**src/rtl/clock_pkg.sv**
```systemverilog
// Shared BCD limits, FSM encoding and digit/field checks for the HH:MM:SS time keeper.
package clock_pkg;

    localparam logic [7:0]  SEC_MAX  = 8'h59;
    localparam logic [7:0]  MIN_MAX  = 8'h59;
    localparam logic [7:0]  HR24_MAX = 8'h23;
    localparam logic [7:0]  HR12_MIN = 8'h01;
    localparam logic [7:0]  HR12_MAX = 8'h12;

    typedef enum logic {
        ST_RUN  = 1'b0,
        ST_HOLD = 1'b1
    } state_t;

    function automatic logic bcd_valid(input logic [3:0] digit);
        return digit <= 4'd9;
    endfunction

    // Once both digits are legal BCD, a plain byte compare orders fields numerically.
    function automatic logic field_in_range(input logic [7:0] field,
                                            input logic [7:0] lo,
                                            input logic [7:0] hi);
        return bcd_valid(field[7:4]) && bcd_valid(field[3:0]) && (field >= lo) && (field <= hi);
    endfunction

endpackage

```
**src/rtl/bcd_field_counter.sv**
```systemverilog
// Two-digit packed-BCD field counter with synchronous load, wrapping from its top value to WRAP_VAL.
module bcd_field_counter #(
    parameter logic [3:0] TENS_MAX         = 4'd5,
    parameter logic [3:0] UNITS_MAX_AT_TOP = 4'd9,
    parameter logic [7:0] WRAP_VAL         = 8'h00,
    parameter logic [7:0] RESET_VAL        = 8'h00
) (
    input  logic       clk,
    input  logic       rst_n,
    input  logic       inc,
    input  logic       load,
    input  logic [7:0] load_val,
    output logic [7:0] val,
    output logic       carry_out
);

    localparam logic [7:0] TOP = {TENS_MAX, UNITS_MAX_AT_TOP};

    logic [7:0] r_val;
    logic [7:0] w_next;

    always_comb begin
        w_next = r_val;
        if (r_val == TOP) begin
            w_next = WRAP_VAL;
        end else if (r_val[3:0] == 4'd9) begin
            w_next = {r_val[7:4] + 4'd1, 4'd0};
        end else begin
            w_next = {r_val[7:4], r_val[3:0] + 4'd1};
        end
    end

    always_ff @(posedge clk or negedge rst_n) begin
        if (!rst_n) begin
            r_val <= RESET_VAL;
        end else if (load) begin
            r_val <= load_val;
        end else if (inc) begin
            r_val <= w_next;
        end
    end

    assign val       = r_val;
    assign carry_out = inc && !load && (r_val == TOP);

endmodule

```
**src/rtl/time_keeper.sv**
```systemverilog
// HH:MM:SS packed-BCD time keeper advanced by the 1 Hz enable, with a valid/ready time-load port,
// a 12/24 hour mode and a one-cycle end-of-day pulse.
module time_keeper
    import clock_pkg::*;
#(
    parameter int HOURS_PER_DAY = 24,
    parameter int LOAD_HOLD     = 1
) (
    input  logic        sys_clk,
    input  logic        rst_n,
    input  logic        clk_1hz_en,
    input  logic        run_en,
    input  logic        set_valid,
    output logic        set_ready,
    input  logic [23:0] set_time,
    input  logic        set_pm,
    output logic        set_err,
    output logic [23:0] time_bcd,
    output logic        pm,
    output logic        sec_pulse,
    output logic        day_wrap
);

    localparam bit         IS_12H    = (HOURS_PER_DAY == 12);
    localparam logic [7:0] HR_MIN    = IS_12H ? HR12_MIN : 8'h00;
    localparam logic [7:0] HR_MAX    = IS_12H ? HR12_MAX : HR24_MAX;
    localparam logic [7:0] HR_WRAP   = IS_12H ? 8'h01 : 8'h00;
    localparam logic [7:0] HR_RESET  = IS_12H ? 8'h12 : 8'h00;
    localparam logic [1:0] HOLD_LAST = 2'(LOAD_HOLD - 1);

    state_t     r_state;
    logic       r_ready;
    logic [1:0] r_hold_cnt;
    logic       r_set_err;
    logic       r_pm;
    logic       r_sec_pulse;
    logic       r_day_wrap;

    logic       w_accept;
    logic       w_time_ok;
    logic       w_load_ok;
    logic       w_tick;
    logic [7:0] w_ss;
    logic [7:0] w_mm;
    logic [7:0] w_hh;
    logic       w_ss_carry;
    logic       w_mm_carry;
    logic       w_hh_carry;
    logic       w_pm_toggle;

    assign w_accept  = set_valid && r_ready;
    assign w_time_ok = field_in_range(set_time[23:16], HR_MIN, HR_MAX) &&
                       field_in_range(set_time[15:8],  8'h00,  MIN_MAX) &&
                       field_in_range(set_time[7:0],   8'h00,  SEC_MAX);
    assign w_load_ok = w_accept && w_time_ok;
    // Any accepted load, even a rejected one, swallows a coincident tick.
    assign w_tick    = clk_1hz_en && run_en && !w_accept;

    bcd_field_counter #(
        .TENS_MAX        (SEC_MAX[7:4]),
        .UNITS_MAX_AT_TOP(SEC_MAX[3:0]),
        .WRAP_VAL        (8'h00),
        .RESET_VAL       (8'h00)
    ) u_ss (
        .clk      (sys_clk),
        .rst_n    (rst_n),
        .inc      (w_tick),
        .load     (w_load_ok),
        .load_val (set_time[7:0]),
        .val      (w_ss),
        .carry_out(w_ss_carry)
    );

    bcd_field_counter #(
        .TENS_MAX        (MIN_MAX[7:4]),
        .UNITS_MAX_AT_TOP(MIN_MAX[3:0]),
        .WRAP_VAL        (8'h00),
        .RESET_VAL       (8'h00)
    ) u_mm (
        .clk      (sys_clk),
        .rst_n    (rst_n),
        .inc      (w_ss_carry),
        .load     (w_load_ok),
        .load_val (set_time[15:8]),
        .val      (w_mm),
        .carry_out(w_mm_carry)
    );

    bcd_field_counter #(
        .TENS_MAX        (HR_MAX[7:4]),
        .UNITS_MAX_AT_TOP(HR_MAX[3:0]),
        .WRAP_VAL        (HR_WRAP),
        .RESET_VAL       (HR_RESET)
    ) u_hh (
        .clk      (sys_clk),
        .rst_n    (rst_n),
        .inc      (w_mm_carry),
        .load     (w_load_ok),
        .load_val (set_time[23:16]),
        .val      (w_hh),
        .carry_out(w_hh_carry)
    );

    // In 12 h mode am/pm flips on 11:59:59 -> 12:00:00, not on the 12 -> 01 hour wrap.
    assign w_pm_toggle = IS_12H && w_mm_carry && (w_hh == 8'h11);

    always_ff @(posedge sys_clk or negedge rst_n) begin
        if (!rst_n) begin
            r_state    <= ST_RUN;
            r_ready    <= 1'b1;
            r_hold_cnt <= 2'd0;
            r_set_err  <= 1'b0;
        end else begin
            r_set_err <= w_accept && !w_time_ok;
            case (r_state)
                ST_RUN: begin
                    if (w_accept) begin
                        r_state    <= ST_HOLD;
                        r_ready    <= 1'b0;
                        r_hold_cnt <= HOLD_LAST;
                    end
                end
                ST_HOLD: begin
                    if (r_hold_cnt == 2'd0) begin
                        r_state <= ST_RUN;
                        r_ready <= 1'b1;
                    end else begin
                        r_hold_cnt <= r_hold_cnt - 2'd1;
                    end
                end
                default: begin
                    r_state <= ST_RUN;
                    r_ready <= 1'b1;
                end
            endcase
        end
    end

    always_ff @(posedge sys_clk or negedge rst_n) begin
        if (!rst_n) begin
            r_pm        <= 1'b0;
            r_sec_pulse <= 1'b0;
            r_day_wrap  <= 1'b0;
        end else begin
            r_sec_pulse <= w_tick;
            if (w_load_ok) begin
                r_pm <= IS_12H && set_pm;
            end else if (w_pm_toggle) begin
                r_pm <= !r_pm;
            end
            // A 12 h day ends when pm falls; a 24 h day ends on the hour counter wrap.
            r_day_wrap <= IS_12H ? (w_pm_toggle && r_pm) : w_hh_carry;
        end
    end

    assign set_ready = r_ready;
    assign set_err   = r_set_err;
    assign time_bcd  = {w_hh, w_mm, w_ss};
    assign pm        = r_pm;
    assign sec_pulse = r_sec_pulse;
    assign day_wrap  = r_day_wrap;

endmodule

```
**config.mk**
```make
export PLATFORM = sky130hd
export DESIGN_NAME = time_keeper
export DESIGN_NICKNAME = d
export VERILOG_FILES = /design/src/rtl/clock_pkg.sv /design/src/rtl/bcd_field_counter.sv /design/src/rtl/time_keeper.sv
export SDC_FILE = /design/constraint.sdc
export NUM_CORES = 1
export LEC_CHECK = 0
export ABC_AREA = 1
export BUFFER_PORTS_ARGS = -buffer_cell sky130_fd_sc_hd__buf_2
export CORE_ASPECT_RATIO = 1.5
export CORE_MARGIN = 3
export CORE_UTILIZATION = 57
export CTS_CLUSTER_DIAMETER = 80
export DETAILED_ROUTE_END_ITERATION = 7
export GPL_TIMING_DRIVEN = 0
export PLACE_DENSITY_LB_ADDON = 0.08
export SYNTH_ARGS = -nofsm -noshare
export SYNTH_HDL_FRONTEND = slang
export SYNTH_SLANG_ARGS = --single-unit
```
**constraint.sdc**
```tcl
create_clock -name sys_clk -period 3.25 [get_ports sys_clk]
set_clock_uncertainty 0.05 [all_clocks]
set_input_delay 0 -clock sys_clk [delete_from_list [all_inputs] [get_ports sys_clk]]
set_output_delay 0 -clock sys_clk [all_outputs]
set_load 0.01 [all_outputs]
```
== Yosys cells after proc, flatten, opt, wreduce, memory -nomap -nowiden ==
Index checks and enable logic that the tools add are counted.

* Register bits after elaboration: 31
* Bits of input ports: 30
* Output and inout port bits: 29
* Word-level logic and storage cells: 99

* Add/sub/neg operators: 7
* $lt $le $gt $ge: 12
* Equality and inequality tests: 9
* Muxes and demuxes: 21
* Bitwise logic cells: 1
* Reduce and logical (&&, ||, !) cells: 37

{| class="wikitable"
|+ Operators with widths
! cell !! count
|-
| $mux 8 || 12
|-
| $add 4x1->4 const B || 6
|-
| $ge 8x1->1 const B || 3
|-
| $le 4x4->1 const B || 6
|-
| $logic_and 1x1->1 || 22
|-
| $eq 8x7->1 const B || 2
|-
| $le 8x7->1 const B || 2
|-
| $eq 4x4->1 const B || 3
|-
| $reduce_and 2->1 || 5
|-
| $reduce_bool 3->1 || 3
|-
| $eq 8x6->1 const B || 1
|-
| $le 8x6->1 const B || 1
|-
| $reduce_bool 2->1 || 3
|-
| $mux 1 || 4
|-
| $mux 2 || 2
|-
| $ne 2x2->1 const B || 2
|-
| $pmux 1 s2 || 2
|-
| $pmux 2 s2 || 1
|-
| $logic_not 1->1 || 3
|-
| $logic_not 2->1 || 1
|-
| $ne 2x1->1 const B || 1
|-
| $sub 2x1->2 const B || 1
|-
| $not 1->1 || 1
|}

== Logic depth before layout (Yosys ltp) ==
Gate-level depths: netlist of run 1.

* Depth in word-level cells: 14
* Mapped depth: 11

== Cells and area by module ==
From an unflattened synthesis of run 1, not the netlist that was laid out.

* Cells, all modules: 262
* Area total of the unflattened synthesis: 2042.0 um2

{| class="wikitable"
|+ Modules (own cells, without submodules)
! module !! instances !! cells an instance !! area an instance (um2) !! sequential area each (um2)
|-
| bcd_field_counter (u_mm ...) || 2 || 69 || 544.3 || 200.2
|-
| bcd_field_counter (u_hh) || 1 || 75 || 578.1 || 200.2
|-
| time_keeper || 1 || 49 || 375.4 || 176.4
|}

== Worst setup path after synthesis of run 1 ==
Ideal clock, no wire load.

* Kind: register to register
* From: register u_ss.r_val[1], in the netlist u_ss.val[1]
* To: register u_hh.r_val[4], in the netlist u_hh.val[4]
* Library setup time: 0.121 ns
* Arrival time: 1.464 ns
* Required time: 3.079 ns
* Path slack: 1.615 ns
* Stages on the path, launching flop included: 11
* Buffers on the path: 1
* Period minus slack after synthesis: 1.635 ns
* Path through: dfrtp_1 > inv_1 > ha_1 > nand2_2 > nor2_4 > inv_4 > nor2_8 > nand3_4 > buf_6 > o211ai_1 > nand2_1

* Word-level cells in the longest chain between the ends: 6

{| class="wikitable"
|+ Ends and longest elaborated chain
! element !! RTL line !! text
|-
| start, declared || bcd_field_counter.sv:19 || <nowiki>logic [7:0] r_val;</nowiki>
|-
| start signal, assigned || bcd_field_counter.sv:37 || <nowiki>r_val <= load_val;</nowiki>
|-
| start signal, assigned || bcd_field_counter.sv:39 || <nowiki>r_val <= w_next;</nowiki>
|-
| $eq 8x7->1 || bcd_field_counter.sv:44 || <nowiki>assign carry_out = inc && !load && (r_val == TOP);</nowiki>
|-
| $logic_and 1x1->1 (3 in a row) || bcd_field_counter.sv:44 ||
|-
| $reduce_bool 2->1 (no line) || n/a ||
|-
| $reduce_and 2->1 (no line) || n/a ||
|-
| end signal, assigned || bcd_field_counter.sv:37 ||
|-
| end signal, assigned || bcd_field_counter.sv:39 ||
|-
| end, declared || bcd_field_counter.sv:19 ||
|}

Every way passes these cells.
A chain may end at the register's enable or synchronous reset.

== Worst setup path in the final report of run 1 ==
* From: input run_en
* To: register u_ss.r_val[3], in the netlist u_ss.val[3]

* Word-level cells in the longest chain between the ends: 3

{| class="wikitable"
|+ Ends and longest elaborated chain
! element !! RTL line !! text
|-
| start, declared || time_keeper.sv:12 || <nowiki>input logic run_en,</nowiki>
|-
| $logic_and 1x1->1 (2 in a row) || time_keeper.sv:57 || <nowiki>assign w_tick = clk_1hz_en && run_en && !w_accept;</nowiki>
|-
| via u_ss.inc || bcd_field_counter.sv:10 || <nowiki>input logic inc,</nowiki>
|-
| $reduce_bool 2->1 (no line) || n/a ||
|}

The timed path passes the listed nets, and every way through them passes these cells.

==> results.json, run 1 <==
{
  "outcome": "finished, final reports clean",
  "fmaxAchievable_ghz": 0.5204,
  "std_cell_rows": 27,
  "grt_pass1_wl_um": 9563,
  "reg2reg_slack_ns": 1.39,
  "cts_made_buffers": 5,
  "remaining_drc_errors": 0,
  "via_count": 2227,
  "maximum_number_of_pins_on_one_net_before_global_route_repair": 32,
  "clock_tree.buffer_depth": 2,
  "drt.antenna.violating_nets": 0,
  "timing.hold.worst.class": "in -> reg",
  "drv_slew": 0,
  "synth-compound-area-share": 0.08420,
  "worstSkewPairLatency_ns": 0.28,
  "number_of_global_route_vias_before_repair": 2197,
  "area_growth_pct": 25.97,
  "power_density_nw_per_um2": 399.4,
  "timing.final.hold_violations": 0,
  "regToRegEndpoint": "u_hh.val[7]$_DFFE_PN0P_",
  "multi_input_comb_area_um2": 1292,
  "design.die.area_um2": 4827,
  "synthDominantAreaCellType": "sky130_fd_sc_hd__dfrtp_1",
  "grt_use_total": 0.2479,
  "mappedNetlistNets": 334,
  "antenna-diode-count": 0,
  "hpwl_um": 3978,
  "nFillCells": 309,
  "power_mw": 1.151,
  "core_um2": 3750,
  "netlist-cell-type-count": 31,
  "worst_ep_required_time_ns": 3.42,
  "synth.yosys.seq_area_share": 0.3395,
  "worst_setup_hold_path_clk_slew_ns": 0.07,
  "setup-tns-final_ns": 0,
  "worst_pin_slew_ns": 0.7247,
  "synth_simple_gate_area_frac": 0.3734,
  "gpl.final_weighted_congestion": 0.8564,
  "cts.repair_timing.setup_buffer_count": 0,
  "hold_path_depth": 5,
  "syn-instance-count": 291,
  "ios": 59,
  "hold_slack_ns": 0.02478,
  "io_buffer_count": 56,
  "antenna_violations_before_repair": 0,
  "drive_above_1_share": 0.2884,
  "synth.top_cell.area_share": 0.3280,
  "stdcell_area_um2": 2883,
  "synthesis.yosys.warnings": 0,
  "worst_hold_startpoint": "set_time[4]",
  "h-tree-depth": 2,
  "slew-limit-headroom": 0.5168,
  "syn_area_per_cell_um2": 7.864,
  "dp_worst_setup_slack_ns": 1.457,
  "final.setup.worst_slack_ns": 1.328,
  "synth.ff_latch_count": 31,
  "rsz0062_at_grt": "no",
  "finalSetupViolations": 0,
  "drc_violation_total_after_the_first_tritonroute_iteration": 91,
  "synth_area_leaders": "sky130_fd_sc_hd__dfrtp_1 33%, sky130_fd_sc_hd__nand2_1 11%, sky130_fd_sc_hd__nand3_1 8.1%",
  "die_x_um": 57.74,
  "worst-endpoint-arrival_ns": 2.09,
  "synthXorXnorAreaFrac": 0.03445,
  "yosys.area_share.adder": 0.07108,
  "worstReg2RegStart": "u_hh.val[0]$_DFFE_PN0P_",
  "layout_min_cycle_time_ns": 1.922,
  "clockRootBuffer": "sky130_fd_sc_hd__clkbuf_8",
  "seqCellArea_um2": 777.0,
  "fp.dieH_um": 83.61,
  "mostFrequentLayoutCell": "sky130_fd_sc_hd__nand2_1",
  "timing.critical_path.fanout_max": 10,
  "ir_worst_vdd_mv": 0.3229,
  "fin_nets": 413,
  "timing.critical_path.to_type": "flip-flop",
  "routed_wirelength_um": 5607,
  "max_cap_violations": 0,
  "drtPass1Iterations": 4,
  "worst_setup_path_start_kind": "primary input",
  "avgViaCountPerCell": 5.379,
  "critPathKind": "in -> reg",
  "sinks_on_the_clock_net": 31,
  "clock_tree_from_tritoncts": "built",
  "mostFrequentLayoutCells": "68 x sky130_fd_sc_hd__nand2_1, 58 x sky130_fd_sc_hd__buf_2, 37 x sky130_fd_sc_hd__nand3_1",
  "initial_core_utilization": 0.6103,
  "dpl_cell_area_um2": 2623,
  "synth_area_um2": 2288,
  "wire_per_inst_um": 13.54,
  "remaining_global_route_overflow": 0,
  "leakage_nw": 1.559,
  "final.period_utilization": 0.5913,
  "holdPathEnd": "u_ss.val[4]$_DFFE_PN0P_",
  "worst_r2r_path_depth": 7,
  "dominant_combinational_cell_family_by_area_after_synthesis": "simple AND/OR/NAND/NOR gates",
  "synth_mux_area_frac": 0
}
synthesized netlist by cell type (all sizes together):
cell type / instances
dfrtp: 30
nand4: 13
dfstp: 1
o21ai: 8
o22ai: 1
xor2: 3
a31o: 1
ha: 13
xnor2: 6
inv: 33
a21oi: 1
nor3b: 2
o211ai: 12
nand3: 44
conb: 1
buf: 10
nor2: 38
nand2: 74
through the flow:
| step | std cells | util |
|---|---|---|
| after floorplan | 291 | - |
| after global placement | 390 | 0.6994 |
| after detailed placement | 390 | 0.6994 |
| after CTS | 414 | 0.7688 |
| after global routing | 414 | 0.7688 |
| final | 414 | 0.7688 |
power breakdown:
group / leakage, nW / internal [mW] / switching, mW
Clock: 0.0515 / 0.193 / 0.141
Combinational: 1.09 / 0.131 / 0.175
Sequential: 0.418 / 0.446 / 0.0656
what timing repair did:
item | 4_1_cts | 5_1_grt
endpoints found under the hold margin | 44 | 0
gates resized for setup | 0 | 0
hold buffers | 16 | 0
kinds of logic (layout without fill, tap and decap cells):
group,Yosys count,in the layout
simple gates,171,171
xor+xnor,9,9
other cells,1,1
flops,31,31
fa+ha+maj,13,13
compound gates,23,23
buf+inv,43,123
metal layers:
metal	track usage	routed length, um	vias to the layer above
li1	-	-	1108
met5	0	0	-
met3	0.03715	211	12
met2	0.4424	2946	54
met1	0.2911	2317	1053
met4	0.08650	131	0
worst max path at each step:
stage | from | end | slack [ns]
global route | run_en | u_ss.val[3]$_DFFE_PN0P_ | 1.22
CTS | run_en | u_ss.val[3]$_DFFE_PN0P_ | 1.35
global placement | u_hh.val[0]$_DFFE_PN0P_ | u_hh.val[5]$_DFFE_PN0P_ | 1.46
finish | run_en | u_ss.val[3]$_DFFE_PN0P_ | 1.33
floorplan | u_ss.val[1]$_DFFE_PN0P_ | u_hh.val[4]$_DFFE_PN0P_ | 1.62
detailed placement | u_hh.val[0]$_DFFE_PN0P_ | u_hh.val[7]$_DFFE_PN0P_ | 1.46
sequential cells by signal, indices dropped and copies added, names as in the netlist:
register,flops
u_mm.val,8
day_wrap,1
u_hh.val,8
r_state,1
u_ss.val,8
sec_pulse,1
r_hold_cnt,2
set_err,1
set_ready,1
critical path, stage by stage:
cell                            delay, ns
sky130_fd_sc_hd__dlygate4sd3_1       0.52
sky130_fd_sc_hd__buf_2               0.10
sky130_fd_sc_hd__nand2_1             0.05
sky130_fd_sc_hd__dlygate4sd3_1       0.59
sky130_fd_sc_hd__nor2_4              0.21
sky130_fd_sc_hd__inv_1               0.11
sky130_fd_sc_hd__buf_6               0.16
sky130_fd_sc_hd__nor2_1              0.17
sky130_fd_sc_hd__nand3_1             0.09
sky130_fd_sc_hd__nand3_1             0.09
area by class of cell:
| type | count | share of cell area |
|---|---|---|
| buffer | 10 | 0.03212 |
| clock buffer | 8 | 0.03472 |
| inverter | 33 | 0.04384 |
| multi-input combinational | 217 | 0.4484 |
| sequential | 31 | 0.2695 |
| tap | 43 | 0.01866 |
| timing repair buffer | 72 | 0.1528 |
Note: power is estimated with default switching activity, not from simulation.
==> run 2, diff against run 1 <==
--- a/config.mk
+++ b/config.mk
@@ -9,7 +9,7 @@
 export BUFFER_PORTS_ARGS = -buffer_cell sky130_fd_sc_hd__buf_2
 export CORE_ASPECT_RATIO = 1.5
 export CORE_MARGIN = 3
-export CORE_UTILIZATION = 57
+export CORE_UTILIZATION = 48
 export CTS_CLUSTER_DIAMETER = 80
 export DETAILED_ROUTE_END_ITERATION = 7
 export GPL_TIMING_DRIVEN = 0
==> constraint.sdc (replaced) <==
create_clock -name sys_clk -period 1.7 [get_ports sys_clk]
set_clock_uncertainty 0.05 [all_clocks]
set_input_delay 0 -clock sys_clk [delete_from_list [all_inputs] [get_ports sys_clk]]
set_output_delay 0 -clock sys_clk [all_outputs]
set_load 0.01 [all_outputs]
==> results.json, run 2 (synthesis results as in run 1) <==
{
  "postLayoutCoreUtil": 0.6634,
  "slew-limit-headroom": 0.5101,
  "antenna-diode-count": 0,
  "gpl.final_weighted_congestion": 0.8530,
  "worst_ep_required_time_ns": 1.82,
  "via_count": 2234,
  "critPathKind": "reg -> reg",
  "drv_slew": 0,
  "worstReg2RegStart": "u_ss.val[1]$_DFFE_PN0P_",
  "design.die.area_um2": 5649,
  "worst_setup_path_start_kind": "flip-flop",
  "worstSkewPairLatency_ns": 0.28,
  "worst_r2r_path_depth": 10,
  "worst_setup_hold_path_clk_slew_ns": 0.07,
  "hold_path_depth": 5,
  "io_buffer_count": 56,
  "hpwl_um": 4021,
  "area_growth_pct": 32.75,
  "timing.critical_path.to_type": "flip-flop",
  "initial_core_utilization": 0.4997,
  "remaining_global_route_overflow": 0,
  "drtPass1Iterations": 5,
  "clock_tree_from_tritoncts": "built",
  "finalSetupViolations": 0,
  "fp.dieH_um": 90.57,
  "avgViaCountPerCell": 5.009,
  "cts_made_buffers": 5,
  "clockRootBuffer": "sky130_fd_sc_hd__clkbuf_8",
  "drive_above_1_share": 0.3220,
  "ios": 59,
  "grt_use_total": 0.2096,
  "die_x_um": 62.38,
  "number_of_global_route_vias_before_repair": 2144,
  "std_cell_rows": 30,
  "nFillCells": 443,
  "ir_worst_vdd_mv": 0.6504,
  "holdPathEnd": "u_hh.val[4]$_DFFE_PN0P_",
  "remaining_drc_errors": 0,
  "wire_per_inst_um": 12.99,
  "drc_violation_total_after_the_first_tritonroute_iteration": 187,
  "drt.antenna.violating_nets": 0,
  "h-tree-depth": 2,
  "mostFrequentLayoutCells": "68 x sky130_fd_sc_hd__nand2_1, 58 x sky130_fd_sc_hd__buf_2, 37 x sky130_fd_sc_hd__nand3_1",
  "mostFrequentLayoutCell": "sky130_fd_sc_hd__nand2_1",
  "clock_tree.buffer_depth": 2,
  "outcome": "finished, final reports clean",
  "worst_hold_startpoint": "set_time[20]",
  "routed_wirelength_um": 5793,
  "maximum_number_of_pins_on_one_net_before_global_route_repair": 32,
  "antenna_violations_before_repair": 0,
  "core_um2": 4579,
  "fmaxAchievable_ghz": 0.5996,
  "max_cap_violations": 0,
  "fin_nets": 424,
  "leakage_nw": 1.614,
  "timing.hold.worst.class": "in -> reg",
  "final.period_utilization": 0.9810,
  "grt_pass1_wl_um": 9563,
  "power_mw": 2.210,
  "layout_min_cycle_time_ns": 1.668,
  "timing.final.hold_violations": 0,
  "timing.critical_path.fanout_max": 7,
  "power_density_nw_per_um2": 727.5,
  "worst_pin_slew_ns": 0.7349,
  "rsz0062_at_grt": "yes",
  "regToRegEndpoint": "u_hh.val[4]$_DFFE_PN0P_",
  "sinks_on_the_clock_net": 31,
  "worst-endpoint-arrival_ns": 1.79,
  "reg2reg_slack_ns": 0.03
}
==> run 2: critical path: stages (launching register included) <==
cell and delay, ns:
sky130_fd_sc_hd__dfrtp_1 0.38, sky130_fd_sc_hd__inv_1 0.05, sky130_fd_sc_hd__ha_1 0.14, sky130_fd_sc_hd__nand2_2 0.07, sky130_fd_sc_hd__nor2_4 0.17, sky130_fd_sc_hd__inv_6 0.08
sky130_fd_sc_hd__nor2_8 0.10, sky130_fd_sc_hd__nand3_4 0.12, sky130_fd_sc_hd__buf_8 0.16, sky130_fd_sc_hd__o211ai_1 0.15, sky130_fd_sc_hd__nand2_1 0.07
==> run 2: layer usage <==
metal	wire length, um	part of all wire	vias to the layer above	GRT usage
li1	-	-	1134	-
met1	2481	0.43	1038	0.2520
met2	3022	0.52	52	0.3660
met3	187	0.032	10	0.03985
met4	102	0.018	0	0.08103
met5	0	0	-	0
==> run 2: report_power, final <==
part	switching, mW	total [mW]	internal (mW)
Clock	0.269	0.556	0.287
Sequential	0.111	0.966	0.854
Combinational	0.373	0.688	0.315
==> run 2: how the worst max path moves through the flow <==
stage / start / end / slack, ns / cells past startpoint
2_1_floorplan: u_ss.val[1]$_DFFE_PN0P_ / u_hh.val[4]$_DFFE_PN0P_ / 0.07 / 10
5_1_grt: u_ss.val[1]$_DFFE_PN0P_ / u_hh.val[4]$_DFFE_PN0P_ / -0.09 / 10
4_1_cts: u_mm.val[1]$_DFFE_PN0P_ / u_hh.val[4]$_DFFE_PN0P_ / 0.007 / 8
3_3_place_gp: u_hh.val[0]$_DFFE_PN0P_ / u_hh.val[5]$_DFFE_PN0P_ / -0.11 / 7
6_report: u_ss.val[1]$_DFFE_PN0P_ / u_hh.val[4]$_DFFE_PN0P_ / 0.03 / 10
3_5_place_dp: u_hh.val[0]$_DFFE_PN0P_ / u_hh.val[7]$_DFFE_PN0P_ / -0.12 / 7
==> run 2: cell type report <==
cell class	instances	area, um2	area share
Buffer	10	96.34	0.03171
Clock buffer	7	76.32	0.02512
Clock inverter	1	5.005	0.001647
Inverter	33	131.4	0.04325
Multi-Input combinational cell	217	1328	0.4370
Sequential cell	31	778.2	0.2562
Tap cell	64	80.08	0.02636
Timing Repair Buffer	83	543.0	0.1787
==> run 2: timing repair <==
| action | CTS | global route |
|---|---|---|
| hold endpoints to repair | 45 | 0 |
| gates cloned | 0 | 1 |
| buffers inserted | 1 | 8 |
| resized for setup | 4 | 10 |
| hold buffers | 17 | 0 |
| pin swaps | 0 | 6 |
| setup endpoints to repair | 10 | 21 |
==> run 2: metrics by stage <==
step	hold slack (ns)	std cells	area, um2	setup slack [ns]	TNS (ns)
final	0.02044	446	3038	0.03232	0
after global routing	0.04218	446	3038	-0.09472	-0.4670
after CTS	0.01214	437	2924	0.007267	0
after detailed placement	0.05547	411	2649	-0.1195	-0.4599
after global placement	0.05918	411	2649	-0.1117	-0.4053
after floorplan	-0.3456	291	2288	0.06516	0
==> run 3, diff against run 2 <==
--- a/config.mk
+++ b/config.mk
@@ -9,11 +9,11 @@
 export BUFFER_PORTS_ARGS = -buffer_cell sky130_fd_sc_hd__buf_2
 export CORE_ASPECT_RATIO = 1.5
 export CORE_MARGIN = 3
-export CORE_UTILIZATION = 48
+export CORE_UTILIZATION = 57
 export CTS_CLUSTER_DIAMETER = 80
 export DETAILED_ROUTE_END_ITERATION = 7
 export GPL_TIMING_DRIVEN = 0
-export PLACE_DENSITY_LB_ADDON = 0.08
+export PLACE_DENSITY = 0.93
 export SYNTH_ARGS = -nofsm -noshare
 export SYNTH_HDL_FRONTEND = slang
 export SYNTH_SLANG_ARGS = --single-unit
==> constraint.sdc (replaced) <==
create_clock -name sys_clk -period 2 [get_ports sys_clk]
set_clock_uncertainty 0.05 [all_clocks]
set_input_delay 0 -clock sys_clk [delete_from_list [all_inputs] [get_ports sys_clk]]
set_output_delay 0 -clock sys_clk [all_outputs]
set_load 0.01 [all_outputs]
==> results.json, run 3 (synthesis results as in run 1) <==
{
  "fin_nets": 414,
  "holdPathEnd": "u_ss.val[4]$_DFFE_PN0P_",
  "leakage_nw": 1.563,
  "antenna-diode-count": 0,
  "worst_r2r_path_depth": 10,
  "worst_setup_hold_path_clk_slew_ns": 0.07,
  "antenna_violations_before_repair": 0,
  "ios": 59,
  "slew-limit-headroom": 0.5224,
  "core_um2": 3750,
  "ir_worst_vdd_mv": 0.5694,
  "outcome": "finished, final reports clean",
  "setup-tns-final_ns": 0,
  "timing.final.hold_violations": 0,
  "regToRegEndpoint": "u_hh.val[4]$_DFFE_PN0P_",
  "clock_tree.buffer_depth": 2,
  "finish.cell_count_without_fillers": 415,
  "wire_per_inst_um": 14.60,
  "worst_hold_startpoint": "set_time[4]",
  "number_of_global_route_vias_before_repair": 2207,
  "maximum_number_of_pins_on_one_net_before_global_route_repair": 32,
  "initial_core_utilization": 0.6103,
  "timing.critical_path.to_type": "flip-flop",
  "remaining_drc_errors": 0,
  "worst_setup_path_start_kind": "primary input",
  "avgViaCountPerCell": 5.561,
  "drv_slew": 0,
  "std_cell_rows": 27,
  "remaining_global_route_overflow": 0,
  "drtPass1Iterations": 4,
  "layout_min_cycle_time_ns": 1.920,
  "cp_cell_sequence": "dlygate4sd3_1 > buf_2 > nand2_1 > dlygate4sd3_1 > nor2_4 > nand3_4 > buf_6 > o211ai_1 > nand2_1",
  "grt_pass1_wl_um": 9915,
  "io_buffer_count": 56,
  "critPathKind": "in -> reg",
  "drt.antenna.violating_nets": 0,
  "finalSetupViolations": 0,
  "cts.repair_timing.setup_buffer_count": 0,
  "nFillCells": 259,
  "power_density_nw_per_um2": 659.3,
  "worst_ep_required_time_ns": 2.12,
  "final.period_utilization": 0.9599,
  "critical-path-max-stage-delay_ns": 0.59,
  "rsz0062_at_grt": "no",
  "clockRootBuffer": "sky130_fd_sc_hd__clkbuf_8",
  "mostFrequentLayoutCells": "68 x sky130_fd_sc_hd__nand2_1, 58 x sky130_fd_sc_hd__buf_2, 37 x sky130_fd_sc_hd__nand3_1",
  "reg2reg_slack_ns": 0.14,
  "drc_violation_total_after_the_first_tritonroute_iteration": 94,
  "routed_wirelength_um": 6057,
  "worst-endpoint-arrival_ns": 2.04,
  "postLayoutCoreUtil": 0.7721,
  "area_growth_pct": 26.52,
  "die_x_um": 57.74,
  "hold_slack_ns": 0.009076,
  "worstReg2RegStart": "u_ss.val[1]$_DFFE_PN0P_",
  "grt_use_total": 0.2626,
  "via_count": 2308,
  "fmaxAchievable_ghz": 0.5209,
  "timing.hold.worst.class": "in -> reg",
  "cpLargestDelayFamily": "buffers and inverters",
  "stdcell_area_um2": 2895,
  "cts_made_buffers": 5,
  "gpl.final_weighted_congestion": 0.9164,
  "place_inst": 390,
  "drive_above_1_share": 0.2903,
  "fp.dieH_um": 83.61,
  "worstSkewPairLatency_ns": 0.29,
  "design.die.area_um2": 4827,
  "timing.critical_path.fanout_max": 10,
  "hold_path_depth": 5,
  "mostFrequentLayoutCell": "sky130_fd_sc_hd__nand2_1",
  "worst_pin_slew_ns": 0.7164,
  "sinks_on_the_clock_net": 31,
  "h-tree-depth": 2,
  "critical-path-slowest-cell": "sky130_fd_sc_hd__dlygate4sd3_1",
  "dpl_cell_area_um2": 2623,
  "max_cap_violations": 0,
  "hpwl_um": 4006,
  "cp.buffers_inverters": 4,
  "clock_tree_from_tritoncts": "built"
}
[run 3: cell types whose count changed in the layout (fill, tap and decap cells not counted), sizes merged]
cell,change
buf,-9
clkinv,-1
[run 3: repair_timing]
item | 4_1_cts | 5_1_grt
hold buffers | 17 | 0
endpoints found under the setup margin | 0 | 2
gates resized for setup | 0 | 1
hold endpoints to repair | 45 | 0
[run 3: per-layer routing]
metal | up-vias | global-route usage | routed length [um]
met5 | - | 0 | 0
met1 | 1089 | 0.2913 | 2333
met2 | 93 | 0.4568 | 3199
li1 | 1113 | - | -
met3 | 13 | 0.05573 | 374
met4 | 0 | 0.1308 | 149
[run 3: area by class of cell]
class                   count  area [um2]  share of cell area
multi-input cells         217        1295              0.4473
flip-flops and latches     31       777.0              0.2684
clock buffers               8       100.1             0.03457
repair buffers             73       450.4              0.1556
plain buffers              10       92.59             0.03198
well taps                  43       53.80             0.01858
inverters                  33       126.4             0.04365
[run 3: stage by stage]
stage / power [mW] / worst slack [ns]
finish: 1.909 / 0.08017
global placement: 1.293 / 0.2724
floorplan: 1.141 / 0.3652
global route: 2.019 / 0.03804
detailed placement: 1.320 / 0.2447
CTS: 1.907 / 0.1127
[run 3: how the worst max path moves through the flow]
| stage | start | to | slack, ns | cells past startpoint |
|---|---|---|---|---|
| CTS | run_en | u_ss.val[3]$_DFFE_PN0P_ | 0.11 | 10 |
| global route | run_en | u_ss.val[3]$_DFFE_PN0P_ | 0.04 | 10 |
| global placement | u_hh.val[0]$_DFFE_PN0P_ | u_hh.val[6]$_DFFE_PN0P_ | 0.27 | 7 |
| detailed placement | u_hh.val[0]$_DFFE_PN0P_ | u_hh.val[6]$_DFFE_PN0P_ | 0.24 | 7 |
| floorplan | u_ss.val[1]$_DFFE_PN0P_ | u_hh.val[4]$_DFFE_PN0P_ | 0.37 | 10 |
| finish | run_en | u_hh.val[4]$_DFFE_PN0P_ | 0.08 | 9 |
[run 3: power by group]
group / total [mW] / internal, mW / switching (mW) / leakage (nW)
clock: 0.559 / 0.314 / 0.245 / 0.0515
combinational: 0.521 / 0.217 / 0.303 / 1.09
sequential: 0.830 / 0.724 / 0.106 / 0.418
total: 1.91 / 1.25 / 0.654 / 1.56
[run 3: tightest hold or removal path, delay by kind of cell]
kind	cells	cell delay, ns
buffers and inverters	1	0.10
AND/OR/NAND/NOR	4	0.22
